## config.mk

```make
export PLATFORM = sky130hd
export DESIGN_NAME = systolic_output_datapath
export DESIGN_NICKNAME = d
export VERILOG_FILES = /design/src/rtl/outdp_pkg.sv /design/src/rtl/systolic_output_datapath_rv_tx.sv /design/src/rtl/systolic_output_datapath.sv
export SDC_FILE = /design/constraint.sdc
export NUM_CORES = 1
export LEC_CHECK = 0
export ABC_AREA = 1
export ABC_CLOCK_PERIOD_IN_PS = 2090
export CAP_MARGIN = 0
export CORE_ASPECT_RATIO = 0.8
export CORE_MARGIN = 2
export CORE_UTILIZATION = 54
export CTS_BUF_LIST = sky130_fd_sc_hd__clkbuf_8
export DETAILED_ROUTE_END_ITERATION = 6
export PLACE_DENSITY_LB_ADDON = 0.15
export REMOVE_ABC_BUFFERS = 1
export SETUP_SLACK_MARGIN = 0.1
export SYNTH_ARGS = -nofsm -noshare
export SYNTH_HDL_FRONTEND = slang
export SYNTH_HIERARCHICAL = 1
export SYNTH_SLANG_ARGS = --single-unit
```

## constraint.sdc

```tcl
create_clock -name clk -period 2.09 [get_ports clk]
set_clock_uncertainty 0.2 [all_clocks]
set_input_delay 0.209 -clock clk [delete_from_list [all_inputs] [get_ports clk]]
set_output_delay 0.209 -clock clk [all_outputs]
set_load 0.1 [all_outputs]
```

## src/rtl/outdp_pkg.sv

```systemverilog
// Shared sizing for the systolic output datapath: capture width, chunk width
// and the derived chunk count and counter width.
package outdp_pkg;
  localparam int unsigned DATA_W     = 512;
  localparam int unsigned CHUNK_W    = 64;
  localparam int unsigned NUM_CHUNKS = DATA_W / CHUNK_W;
  localparam int unsigned CNT_W      = $clog2(NUM_CHUNKS);
endpackage

```

## src/rtl/systolic_output_datapath_rv_tx.sv

```systemverilog
// Valid/ready transfer stage: registers one chunk per handshake and pulses
// tx_two_done in the cycle after the handshake, alongside the new data.
module rv_tx_stage
  import outdp_pkg::*;
(
  input  logic               clk,
  input  logic               reset,
  input  logic               src_ready,
  input  logic               dest_valid,
  input  logic [CHUNK_W-1:0] chunk_in,
  output logic [CHUNK_W-1:0] final_data_out,
  output logic               tx_two_done
);

  logic en_data_Tx;

  always_comb en_data_Tx = dest_valid & src_ready;

  always_ff @(posedge clk or negedge reset) begin
    if (!reset) begin
      final_data_out <= '0;
      tx_two_done    <= 1'b0;
    end else begin
      tx_two_done <= en_data_Tx;
      if (en_data_Tx) final_data_out <= chunk_in;
    end
  end

endmodule

```

## src/rtl/systolic_output_datapath.sv

```systemverilog
// Output-side datapath of the systolic MAC array: captures the 512-bit result,
// serialises it LSB chunk first, and hands each chunk to the transfer stage.
module systolic_output_datapath
  import outdp_pkg::*;
(
  input  logic               clk,
  input  logic               reset,
  input  logic               load,
  input  logic               shift,
  input  logic               src_ready,
  input  logic               dest_valid,
  input  logic [DATA_W-1:0]  systolic_output,
  output logic [CHUNK_W-1:0] final_data_out,
  output logic               sh_count_done,
  output logic               tx_two_done
);

  localparam logic [CNT_W-1:0] LAST_CNT = CNT_W'(NUM_CHUNKS - 1);

  logic [DATA_W-1:0]  buffer_to_feeder;
  logic [DATA_W-1:0]  feeder;
  logic [CHUNK_W-1:0] feeder_to_rv;
  logic [CNT_W-1:0]   count;
  logic               load_d;
  logic               shift_ok;

  always_ff @(posedge clk or negedge reset) begin
    if (!reset) begin
      buffer_to_feeder <= '0;
      load_d           <= 1'b0;
    end else begin
      load_d <= load;
      if (load) buffer_to_feeder <= systolic_output;
    end
  end

  // A pending serialiser load always beats a shift; shifts saturate at the last chunk.
  always_comb shift_ok = shift && !load_d && (count != LAST_CNT);

  always_ff @(posedge clk or negedge reset) begin
    if (!reset) begin
      feeder <= '0;
    end else if (load_d) begin
      feeder <= buffer_to_feeder;
    end else if (shift_ok) begin
      feeder <= feeder >> CHUNK_W;
    end
  end

  always_ff @(posedge clk or negedge reset) begin : sh_counter_i_e
    if (!reset) begin
      count <= '0;
    end else if (load_d) begin
      count <= '0;
    end else if (shift_ok) begin
      count <= count + CNT_W'(1);
    end
  end

  always_comb feeder_to_rv  = feeder[CHUNK_W-1:0];
  always_comb sh_count_done = (count == LAST_CNT);

  rv_tx_stage rv_two (
    .clk            (clk),
    .reset          (reset),
    .src_ready      (src_ready),
    .dest_valid     (dest_valid),
    .chunk_in       (feeder_to_rv),
    .final_data_out (final_data_out),
    .tx_two_done    (tx_two_done)
  );

endmodule

```

# Yosys cells after proc, flatten, opt, wreduce, memory -nomap -nowiden

Index checks and enable logic that the tools add are counted.

Flip-flop bits (word level): 1093
Output and inout port bits: 66
Word-level logic and storage cells: 18

Add/subtract/negate cells: 1
Bitwise operators: 1
Multiplexer cells: 4
Eq/ne operators: 2
Reduce and logical (&&, ||, !) cells: 4

Operator list:

| cell                | number |
|---|---|
| $mux 512            | 2 |
| $mux 3              | 2 |
| $add 3x1->3 const B | 1 |
| $eq 3x3->1 const B  | 1 |
| $ne 3x3->1 const B  | 1 |
| $logic_and 1x1->1   | 2 |
| $reduce_bool 2->1   | 1 |
| $and 1x1->1         | 1 |
| $logic_not 1->1     | 1 |

# Longest topological paths before layout

Depth after elaboration: 5
Depth in mapped cells: 9

# By module

Netlist, hierarchy kept.

By module, submodules not included:

| module                   | cells an instance | times used | area each (µm²) | seq. area each (µm²) |
|---|---|---|---|---|
| systolic_output_datapath | 5775              | 1          | 45557.4         | 25724.7 |
| rv_tx_stage              | 280               | 1          | 2630.0          | 1626.6 |

# Least setup slack after synthesis

OpenSTA, ideal clock, no wires.

Path kind: reg-to-reg
Start point: register count[0]
End point: register feeder[358]
Setup slack: -0.320 ns
Data arrival time: 2.145 ns
Stages on the path, launching flop included: 10
Path through: dfrtp_1 > ha_1 > ha_1 > inv_1 > nand2_1 > buf_2 > buf_2 > buf_2 > nand3_1 > nand2_1

Word-level cells in the longest chain between the ends: 3

Ends and longest elaborated chain:

| item                        | line                           | source |
|---|---|---|
| start: declaration          | systolic_output_datapath.sv:23 | `logic [CNT_W-1:0] count;` |
| start signal: assignment    | systolic_output_datapath.sv:56 | `count <= count + CNT_W'(1);` |
| $ne 3x3->1                  | systolic_output_datapath.sv:38 | `always_comb shift_ok = shift && !load_d && (count != LAST_CNT);` |
| $logic_and 1x1->1           | systolic_output_datapath.sv:38 |  |
| $reduce_bool 2->1 (no line) | n/a                            |  |
| end signal: assignment      | systolic_output_datapath.sv:44 | `feeder <= buffer_to_feeder;` |
| end signal: assignment      | systolic_output_datapath.sv:46 | `feeder <= feeder >> CHUNK_W;` |
| end: declaration            | systolic_output_datapath.sv:21 | `logic [DATA_W-1:0] feeder;` |

Every way passes these cells.
A chain may end at the register's enable or synchronous reset.

# Final worst setup path

Start point: register count[0]
End point: output port sh_count_done

Word-level cells in the longest chain between the ends: 1

Ends and longest elaborated chain:

| item             | line                           | source |
|---|---|---|
| $eq 3x3->1       | systolic_output_datapath.sv:61 | `always_comb sh_count_done = (count == LAST_CNT);` |
| end: declaration | systolic_output_datapath.sv:14 | `output logic sh_count_done,` |

Every way passes these cells.

==> metrics.sh <==
OUTCOME='finished, violations left'
VIOLATIONS='negative setup slack'
NUMBER_OF_INSTANCES_IN_THE_SYNTHESIZED_NETLIST=6055
SYNTH_COMPOUND_AREA_SHARE_PCT=5.98
DRC_ERRORS=0
SYNTH_AREA_PER_CELL_UM2=7.96
WORSTSETUPSTARTPOINTTYPE='flip-flop'
CRITPATHTOPFAMILY='flip-flops'
VIAS_PER_CELL=5.15
SLEW_VIOLATIONS=0
MAIN_COMBINATIONAL_CELL_FAMILY_BY_AREA_AFTER_SYNTHESIS='simple AND/OR/NAND/NOR gates'
PIN_COUNT_OF_THE_BIGGEST_NET_ENTERING_GLOBAL_ROUTING=174
CTS_TREE='yes'
NUM_IO_PINS=584
DP_SLACK_PS=122
CTS-ROOT-TO-SINK-BUFFERS=3
WIRE_PER_INST_UM=16.9
CORE_REGION_AREA_UM2=88000
REQUIRED_TIME_OF_THE_CRITICAL_PATH_PS=1680
VIAS_IN_THE_FIRST_GLOBAL_ROUTE=43100
MULTI_INPUT_COMB_AREA_UM2=16700
PORTBUFFERS=583
NETLIST_AREA_UM2=48200
FINALWORSTPATHREQUIREDPERIOD_PS=2270
POSTLAYOUTCOREUTIL_PCT=73.4
TIMING.CRITICAL_PATH.BUF_INV=2
DIE-HEIGHT_UM=271
GRT_ANTENNA_BEFORE_REPAIR=4
DIE_X_UM=338
CORE.ROWCOUNT=97
CTS_ROOT_BUF='clkbuf_8'
DRT_ITER0_MARKERS=3798
FIRSTDRTPASSITERS=6
LAYOUT.NETS=7631
POSTROUTEANTENNANETS=0
LAYOUT.CELLS.MOST_COMMON_LIST='nand2_1 (2,933), dfrtp_1 (1,086), inv_1 (568), dlygate4sd3_1 (519), nand3_1 (517)'
POWER-PER-CELL-AREA_nW_PER_UM2=825
H_TREE_LEVEL_COUNT=4
POSTLAYOUTSETUPSLACKWORST_PS=-181
TIGHTESTPINTRANSITION_PS=838
SETUP_VIOL=1
NUMBER_OF_BUFFERS_CREATED_BY_CTS=170
CAP_VIOL_MAX_COUNT=0
MIN_PATH_TYPE='in2reg'
SYNTH_XOR_AREA_SHARE_PCT=0
LAYOUT-DRIVE-GT1-SHARE_PCT=7.29
TIMING.CRITICAL_PATH.TO_TYPE='primary output'
SYNTH-ADDER-AREA-SHARE_PCT=0.0519
FLOORPLAN.DIE_AREA_UM2=91700
SEQUENTIAL_CELL_AREA_UM2=27400
WORST_SKEW_PAIR.LATE_LATENCY_PS=850
SEQ_AREA_FRAC_SYNTH_PCT=56.8
WORST_SLEW_MARGIN_REL_PCT=44.1
SYNTH_SEQ_CELLS=1093
TRACK_USAGE_PCT=31.2
CLOCK-SINKS=1093
DP_HPWL_UM=85000
START_UTIL_PCT=54.8
TIMING.CRITICAL_PATH.SLOWEST_STAGE_CELL='dfrtp_1'
PLACE.GP.CONGESTION=0.830
GRT_FIRST_PASS_WIRELENGTH_UM=228000
POST_SYNTH_AND_OR_NAND_NOR_AREA_FRACTION_PCT=28.4
FINAL_HOLD_VIOL_COUNT=0
CRITPATHKIND='reg2out'
CRITICAL_PATH.CELL_CHAIN='ha_2 -> ha_4 -> buf_6 -> buf_12'
LEAKAGEPOWER_nW=33.9
GRT-OVFL-TOTAL=0
GRT_SETUP_UNREPAIRED='true'
FMAXACHIEVABLE_GHz=0.440
LAYOUT.FILLER_CELLS=6303
YS_TYPES=15
MOSTFREQUENTLAYOUTCELL='nand2_1'
CRITPATHMAXSTAGEDELAY_PS=400
CLK_TRANSITION_REPORTED_PATHS_PS=60
CP.ARRIVAL_PS=1860
MIN_PERIOD_OVER_PERIOD_PCT=109
ROUTED_WL_UM=143000
VIA_COUNT=43400
SYNTH-WARNING-COUNT=6
YOSYS-MUX-AREA-FRACTION_PCT=0
LAYOUT-AREA-OVERHEAD-VS-SYNTH_PCT=33.9
PATH_MAX_FANOUT=2
MAXIMUM_IR_DROP_ON_THE_VDD_RAIL_mV=0.512
final cells by class:
class	count	share of cell area (%)
clock buffers	212	4.52
inverters	516	3.01
multi-input cells	4048	25.8
clock inverters	90	0.872
well taps	1188	2.30
diodes	5	0.0194
repair buffers	1282	21.1
flip-flops and latches	1093	42.4
state kept, by name (all words and copies together) (netlist names):
| register | cells |
|---|---|
| load_d | 1 |
| count | 3 |
| rv_two/tx_two_done | 1 |
| rv_two/final_data_out | 64 |
| feeder | 512 |
| buffer_to_feeder | 512 |
worst min-delay path: cells and delay by family:
family / cells / cell delay, ps
compound gates: 1 / 170
buf+inv: 2 / 780
power by group:
group	total [mW]	internal (mW)	switching, mW	leakage (nW)
sequential	25.0	23.6	1.43	13.6
clock	18.5	9.79	8.75	2.00
combinational	9.71	3.85	5.86	18.3
repair_timing:
item                       4_1_cts  5_1_grt
resized for setup               39       16
hold buffers                   520        0
setup endpoints to repair       19       32
setup buffers                    3        3
hold endpoints to repair      1671        0
gates cloned                     0        3
pin swaps                        1        1
synth_stat cells, drive strengths merged:
cell type | n | share of area (%)
nand2 | 2951 | 23
buf | 291 | 3.9
ha | 2 | 0.052
clkbuf | 107 | 0.83
inv | 516 | 4.0
nor2 | 2 | 0.016
o21ai | 576 | 6.0
nand3 | 517 | 5.4
dfrtp | 1093 | 57
stage by stage:
step	hold slack (ps)	setup TNS [ps]	power (mW)	std cells	cell area, um2
2_1_floorplan	-287	-	30.1	5657	45900
3_3_place_gp	-79.9	0	33.7	7598	55500
3_5_place_dp	-78.9	0	33.9	7598	55500
4_1_cts	109	-262	53.2	8423	64400
5_1_grt	182	-261	55.7	8432	64500
6_report	183	-181	53.2	8434	64500
logic make-up (layout without fill, tap and decap cells):
logic type,after synthesis,count (layout)
DFF,1093,1093
and+or+nand+nor,3470,3470
buffers and inverters,914,2100
other,0,5
AOI/OAI and AO/OA,576,576
adders and majority gates,2,2
path summary, 6_finish.rpt:
| kind | slack (ps) | cells after the start | endpoint | from |
|---|---|---|---|---|
| min in group asynchronous | 380 | 4 | buffer_to_feeder[413]$_DFFE_PN0P_ | reset |
| setup / recovery | -180 | 4 | sh_count_done | count[0]$_DFFE_PN0P_ |
| hold / removal | 180 | 3 | buffer_to_feeder[408]$_DFFE_PN0P_ | load |
| hold reg to reg | 270 | 2 | rv_two/final_data_out[50]$_DFFE_PN0P_ | rv_two/final_data_out[50]$_DFFE_PN0P_ |
| setup reg to reg | 160 | 9 | feeder[184]$_DFFE_PN0P_ | count[0]$_DFFE_PN0P_ |
| max in group asynchronous | 440 | 6 | buffer_to_feeder[49]$_DFFE_PN0P_ | reset |
metal layers:
| metal | part of all wire (%) | vias to the layer above | global-route usage, % | wire length, um |
|---|---|---|---|---|
| met5 | 0.0091 | - | 0 | 13 |
| met4 | 5.2 | 2 | 16.7 | 7460 |
| met3 | 5.2 | 426 | 4.23 | 7450 |
| met2 | 47 | 1524 | 49.5 | 67800 |
| met1 | 42 | 20700 | 41.9 | 60200 |
| li1 | - | 20800 | - | - |
No activity file was read; power rests on OpenSTA's default activity.
